<file path="config.mk">
export PLATFORM = sky130hd
export DESIGN_NAME = division_seq
export DESIGN_NICKNAME = d
export VERILOG_FILES = /design/src/rtl/division_seq.sv
export SDC_FILE = /design/constraint.sdc
export NUM_CORES = 1
export LEC_CHECK = 0
export ABC_CLOCK_PERIOD_IN_PS = 3400
export CORE_AREA = 10 10 72 86
export DETAILED_ROUTE_END_ITERATION = 7
export DIE_AREA = 0 0 82 96
export GPL_ROUTABILITY_DRIVEN = 1
export PLACE_DENSITY_LB_ADDON = 0.2
export SLEW_MARGIN = 20
export SYNTH_ARGS = -nofsm -noshare
export SYNTH_HDL_FRONTEND = slang
export SYNTH_SLANG_ARGS = --single-unit
export TNS_END_PERCENT = 20
</file>
<file path="constraint.sdc">
create_clock -name clk -period 3.4 [get_ports clk]
set_clock_uncertainty 0.2 [all_clocks]
set_input_delay 0.68 -clock clk [delete_from_list [all_inputs] [get_ports clk]]
set_output_delay 0.68 -clock clk [all_outputs]
set_load 0.05 [all_outputs]
</file>
<file path="src/rtl/division_seq.sv">
// Sequential restoring divider: one quotient bit per clock, MSB first, WIDTH iterations.
// Define DIVISION_SEQ_SIGNED_EN for two's-complement operands (truncating quotient, remainder takes dividend sign).
module division_seq #(
  parameter int WIDTH = 8
) (
  input  logic             clk,
  input  logic             rst,
  input  logic             start,
  input  logic [WIDTH-1:0] Dividend,
  input  logic [WIDTH-1:0] Divisor,
  output logic             busy,
  output logic             done,
  output logic [WIDTH-1:0] Quotient,
  output logic [WIDTH-1:0] Reminder,
  output logic             div_by_zero
);

  localparam int CW = (WIDTH > 1) ? $clog2(WIDTH) : 1;
  localparam logic [CW-1:0] LAST = CW'(WIDTH - 1);

  typedef enum logic [1:0] {IDLE, CALC, DONE} state_e;

  state_e           state_q, state_d;
  logic [WIDTH-1:0] prem_q, prem_d;   // partial remainder, always < divisor
  logic [WIDTH-1:0] dvd_q, dvd_d;     // dividend bits shift out, quotient bits shift in
  logic [WIDTH-1:0] dsr_q, dsr_d;
  logic [WIDTH-1:0] quo_q, quo_d;
  logic [WIDTH-1:0] rmd_q, rmd_d;
  logic [CW-1:0]    cnt_q, cnt_d;
  logic             dbz_q, dbz_d;
`ifdef DIVISION_SEQ_SIGNED_EN
  logic             qneg_q, qneg_d;
  logic             rneg_q, rneg_d;
`endif

  logic             accept;
  logic [WIDTH:0]   trial;            // shifted remainder needs WIDTH+1 bits before the subtract
  logic [WIDTH-1:0] diff;
  logic             qbit;
  logic [WIDTH-1:0] a_mag, b_mag;

  assign accept = start && (state_q != CALC);
  assign trial  = {prem_q, dvd_q[WIDTH-1]};
  assign qbit   = (trial >= {1'b0, dsr_q});
  assign diff   = trial[WIDTH-1:0] - dsr_q;

`ifdef DIVISION_SEQ_SIGNED_EN
  assign a_mag = Dividend[WIDTH-1] ? -Dividend : Dividend;
  assign b_mag = Divisor[WIDTH-1]  ? -Divisor  : Divisor;
`else
  assign a_mag = Dividend;
  assign b_mag = Divisor;
`endif

  always_comb begin
    // NOTE: every _d defaults to its _q first so no path through this block can infer a latch.
    state_d = state_q;
    prem_d  = prem_q;
    dvd_d   = dvd_q;
    dsr_d   = dsr_q;
    quo_d   = quo_q;
    rmd_d   = rmd_q;
    cnt_d   = cnt_q;
    dbz_d   = dbz_q;
`ifdef DIVISION_SEQ_SIGNED_EN
    qneg_d  = qneg_q;
    rneg_d  = rneg_q;
`endif

    if (accept) begin
      dbz_d = 1'b0;
      if (Divisor == '0) begin
        state_d = DONE;
        quo_d   = '1;
        rmd_d   = Dividend;
        dbz_d   = 1'b1;
      end else begin
        state_d = CALC;
        dvd_d   = a_mag;
        dsr_d   = b_mag;
        prem_d  = '0;
        cnt_d   = '0;
`ifdef DIVISION_SEQ_SIGNED_EN
        qneg_d  = Dividend[WIDTH-1] ^ Divisor[WIDTH-1];
        rneg_d  = Dividend[WIDTH-1];
`endif
      end
    end else if (state_q == CALC) begin
      prem_d = qbit ? diff : trial[WIDTH-1:0];
      dvd_d  = {dvd_q[WIDTH-2:0], qbit};
      cnt_d  = cnt_q + CW'(1);
      if (cnt_q == LAST) begin
        state_d = DONE;
`ifdef DIVISION_SEQ_SIGNED_EN
        quo_d   = qneg_q ? -dvd_d : dvd_d;
        rmd_d   = rneg_q ? -prem_d : prem_d;
`else
        quo_d   = dvd_d;
        rmd_d   = prem_d;
`endif
      end
    end else if (state_q == DONE) begin
      state_d = IDLE;
    end
  end

  always_ff @(posedge clk) begin
    // NOTE: non-blocking assignments so every register samples pre-edge values.
    if (rst) begin
      state_q <= IDLE;
      prem_q  <= '0;
      dvd_q   <= '0;
      dsr_q   <= '0;
      quo_q   <= '0;
      rmd_q   <= '0;
      cnt_q   <= '0;
      dbz_q   <= 1'b0;
`ifdef DIVISION_SEQ_SIGNED_EN
      qneg_q  <= 1'b0;
      rneg_q  <= 1'b0;
`endif
    end else begin
      state_q <= state_d;
      prem_q  <= prem_d;
      dvd_q   <= dvd_d;
      dsr_q   <= dsr_d;
      quo_q   <= quo_d;
      rmd_q   <= rmd_d;
      cnt_q   <= cnt_d;
      dbz_q   <= dbz_d;
`ifdef DIVISION_SEQ_SIGNED_EN
      qneg_q  <= qneg_d;
      rneg_q  <= rneg_d;
`endif
    end
  end

  assign busy        = (state_q == CALC);
  assign done        = (state_q == DONE);
  assign Quotient    = quo_q;
  assign Reminder    = rmd_q;
  assign div_by_zero = dbz_q;

endmodule

</file>
==> impl_metrics.csv <==
group,metric,value,unit
outcome,outcome,"complete, no violations",
worst_setup_path,register_to_register_setup_slack,0.80,ns
finish,seq_area,921,sq um
floorplan,design.die.area,0.00787,sq mm
sta,finalSetupViolCount,0,
placed_design,placement.io_buffers,37,
flow_run,max_cap_viol_count,0,
worst_setup_path,worst-path-buf-inv,0,
worst_setup_path,timing.critical_path.required,3.37,ns
worst_setup_path,critPathSlowestCell,"sky130_fd_sc_hd__o221ai_2",
finish,multi_input_area,0.00147,sq mm
clocking,cts_inserted_buffers,5,
floorplan,floorplan.die.width,82,um
routing,detailedRoute.firstPassIterationCount,5,
finish,num-fill-cells,387,
clocking,clk_path_buf_depth,2,
clocking,clkSinkCount,46,
worst_setup_path,crit-reg2reg-launch,"prem_q[4]$_SDFFE_PP0P_",
routing,drc,0,
sta,setup_repair_after_global_routing_missed_its_margin,"false",
worst_setup_path,critical_path.cell_chain,"ha_1 -> and3_1 -> nand3_1 -> o221ai_2 -> mux2i_1 -> a31oi_1",
floorplan,core_area,0.00453,sq mm
placed_design,gpl.final_weighted_congestion,0.846,
min_path,worst_hold_path_type,"reg2reg",
logic_synthesis,netlist_area,0.00253,sq mm
finish,post_route_cells_drive_above_1_share,7.32,%
worst_setup_path,crit_type,"reg2reg",
clocking,cts_tree,"yes",
logic_synthesis,ys_seq_area_share,36.3,%
sta,max_frequency,384,MHz
logic_synthesis,ys_ff_latch,46,
clocking,cts_root_buffer,"sky130_fd_sc_hd__clkbuf_8",
logic_synthesis,synthesized_nets,330,
grt,grt_start_max_net_pins,31,
worst_setup_path,crit_path_end,"Reminder[2]$_SDFFE_PP0P_",
routing,route.antenna.remaining_nets,0,
logic_synthesis,ys_async_sr_fraction,0,%
worst_setup_path,critPathArrivalTime,2.57,ns
placed_design,dpl.hpwl,4770,um
finish,layout.nets,360,
floorplan,row_count,27,
grt,grt_util_all_layers,16.5,%
grt,total_congestion_overflow,0,
routing,routed_wl,6390,um
routing,dr_total_vias,2314,
finish,syn_to_layout_area_delta,20.0,%
finish,mostFrequentLayoutCell,"sky130_fd_sc_hd__nand2_1",
worst_setup_path,critPathTopFamily,"compound AO/OA/AOI/OAI gates",
clocking,postCtsSetupBuffers,0,
worst_setup_path,critical_path_depth,6,
sta,setup_total_negative_slack,0,ns
power,leakage,1.15,nW
worst_setup_path,worst_setup_ep_type,"flop",
sta,worst_slew_pin_slew,0.768,ns
logic_synthesis,ys_top_cells_by_area,"sky130_fd_sc_hd__dfxtp_1, sky130_fd_sc_hd__nand2_1, sky130_fd_sc_hd__ha_1, sky130_fd_sc_hd__a311oi_2, sky130_fd_sc_hd__nor2_1",
logic_synthesis,post_synth_inst_count,297,
worst_setup_path,reg2reg_to,"Reminder[2]$_SDFFE_PP0P_",
logic_synthesis,postSynth.topFlopCell,"sky130_fd_sc_hd__dfxtp_1",
worst_setup_path,worst-path-max-fanout,14,
worst_setup_path,worstSetupStartpointType,"flop",
sta,timing.final.crit_share,76.5,%
clocking,clock_pin_slew_of_the_registers_on_the_worst_case_setup_and_hold_paths,0.09,ns
logic_synthesis,yosys.cell_types.count,51,
floorplan,dieHeight,96,um
clocking,h-tree-depth,2,
sta,endpoints_failing_hold,0,
sta,slew_headroom,48.8,%
power,power_density,537,mW/mm^2
grt,grt_pass1_vias,2137,
routing,route.detailed.wl_per_inst,16.6,um
clocking,cts_hold_repair.buffers,0,
finish,diodes,0,
floorplan,floorplan.initialDensity,56.0,%
sta,finalHoldWorstSlack,0.259,ns
grt,grt_pass1_wl,10400,um
clocking,clock_latency,0.31,ns
logic_synthesis,synth_enable_flop_cells,0,
sta,maxSlewViolCount,0,
logic_synthesis,avgSynthCellArea,8.54,sq um
routing,detail_route.vias_per_cell,5.99,
logic_synthesis,synthDominantAreaCellType,"sky130_fd_sc_hd__dfxtp_1",
routing,dr.first_iter.drc_count,170,
logic_synthesis,synth_top_cell_area_share,36.3,%
worst_setup_path,cp_slowest_stage_delay,0.61,ns
sta,layout_min_cycle_time,2.60,ns
power,peakVddDrop,0.340,mV
finish,layout_common_cells,"sky130_fd_sc_hd__nand2_1, sky130_fd_sc_hd__dfxtp_1, sky130_fd_sc_hd__clkdlybuf4s50_1, sky130_fd_sc_hd__nor2_1, sky130_fd_sc_hd__inv_1",
worst_setup_path,timing.reg2reg.worst_path_depth,6,
clocking,post_cts_resize_count,0,
grt,initial_antenna_violation_count,0,
logic_synthesis,synth-warning-count,0,
floorplan,io-pin-count,38,
worst_setup_path,crit_path_start,"prem_q[4]$_SDFFE_PP0P_",
-- metal layers --
layer / GRT usage [%] / vias to the layer above / wire, um
met2: 28.7 / 90 / 3140
li1: - / 1141 / -
met4: 5.26 / 0 / 95
met5: 0 / - / 0
met1: 19.6 / 1073 / 2690
met3: 3.64 / 10 / 463
-- flip-flops by register name, summed over array words and instances, names as in the netlist --
| register | cells |
|---|---|
| prem_q | 8 |
| dsr_q | 8 |
| div_by_zero | 1 |
| dvd_q | 8 |
| Quotient | 8 |
| Reminder | 8 |
| cnt_q | 3 |
| state_q | 2 |
-- metrics by stage --
stage / instances / power (mW) / util, % / setup slack (ns) / cell area (sq um)
after global placement: 378 / 1.20 / 64.8 / 0.577 / 2930
after detailed placement: 378 / 1.22 / 64.8 / 0.529 / 2930
after global routing: 386 / 1.72 / 67.2 / 0.641 / 3040
after CTS: 386 / 1.63 / 67.2 / 0.802 / 3040
after floorplan: 297 / 1.08 / - / 1.16 / 2530
final: 386 / 1.63 / 67.2 / 0.798 / 3040
-- worst min-delay path by stage --
stage	endpoint	start	cells after the start	slack (ns)
floorplan	prem_q[7]$_SDFFE_PP0P_	prem_q[7]$_SDFFE_PP0P_	2	0.23
global placement	dsr_q[2]$_SDFFE_PP0P_	dsr_q[2]$_SDFFE_PP0P_	2	0.24
detailed placement	dsr_q[2]$_SDFFE_PP0P_	dsr_q[2]$_SDFFE_PP0P_	2	0.25
CTS	dsr_q[2]$_SDFFE_PP0P_	dsr_q[2]$_SDFFE_PP0P_	2	0.26
global route	dsr_q[5]$_SDFFE_PP0P_	dsr_q[5]$_SDFFE_PP0P_	2	0.28
finish	dsr_q[2]$_SDFFE_PP0P_	dsr_q[2]$_SDFFE_PP0P_	2	0.26
-- power by group --
group / switching (mW) / internal, mW
combinational: 0.378 / 0.225
sequential: 0.0348 / 0.581
clock: 0.194 / 0.220
-- synthesized netlist by cell type, drive strengths merged, types with 2 or more instances --
| master | n |
|---|---|
| nand2b | 6 |
| nor3b | 2 |
| a41oi | 2 |
| a21o | 2 |
| nor3 | 3 |
| inv | 18 |
| mux2i | 6 |
| o221ai | 4 |
| a31o | 2 |
| o21a | 2 |
| nand4 | 2 |
| nor2b | 5 |
| dfxtp | 46 |
| clkbuf | 14 |
| buf | 4 |
| nor4 | 2 |
| a21oi | 17 |
| o221a | 8 |
| a31oi | 4 |
| ha | 13 |
| nor2 | 25 |
| nand3 | 8 |
| a32oi | 2 |
| and3 | 2 |
| a22oi | 5 |
| a2111o | 2 |
| a32o | 2 |
| xnor2 | 3 |
| nand2 | 47 |
| o21ai | 13 |
| a311oi | 10 |
| a211oi | 3 |
-- worst register-to-register path: stages (launching register included) --
cell	delay [ns]
sky130_fd_sc_hd__dfxtp_1	0.37
sky130_fd_sc_hd__ha_1	0.44
sky130_fd_sc_hd__and3_1	0.22
sky130_fd_sc_hd__nand3_1	0.11
sky130_fd_sc_hd__o221ai_2	0.61
sky130_fd_sc_hd__mux2i_1	0.40
sky130_fd_sc_hd__a31oi_1	0.13
-- area by class of cell --
| cell class | instances | share of cell area [%] |
|---|---|---|
| flip-flops and latches | 46 | 30.3 |
| multi-input cells | 215 | 48.4 |
| clock buffers | 6 | 2.38 |
| repair buffers | 41 | 13.2 |
| well taps | 58 | 2.38 |
| clock inverters | 2 | 1.23 |
| inverters | 18 | 2.22 |
-- cell families (layout without fill, tap and decap cells) --
group | Yosys count | after routing | synth area share [%]
xor gates and xnor gates | 4 | 4 | 1.38
DFF | 46 | 46 | 36.3
buffers and inverters | 36 | 67 | 5.63
adders and majority gates | 14 | 14 | 7.21
and+or+nand+nor | 106 | 106 | 20.1
AOI/OAI and AO/OA | 85 | 85 | 27.0
muxes | 6 | 6 | 2.37
(Power assumes the default switching activity.)
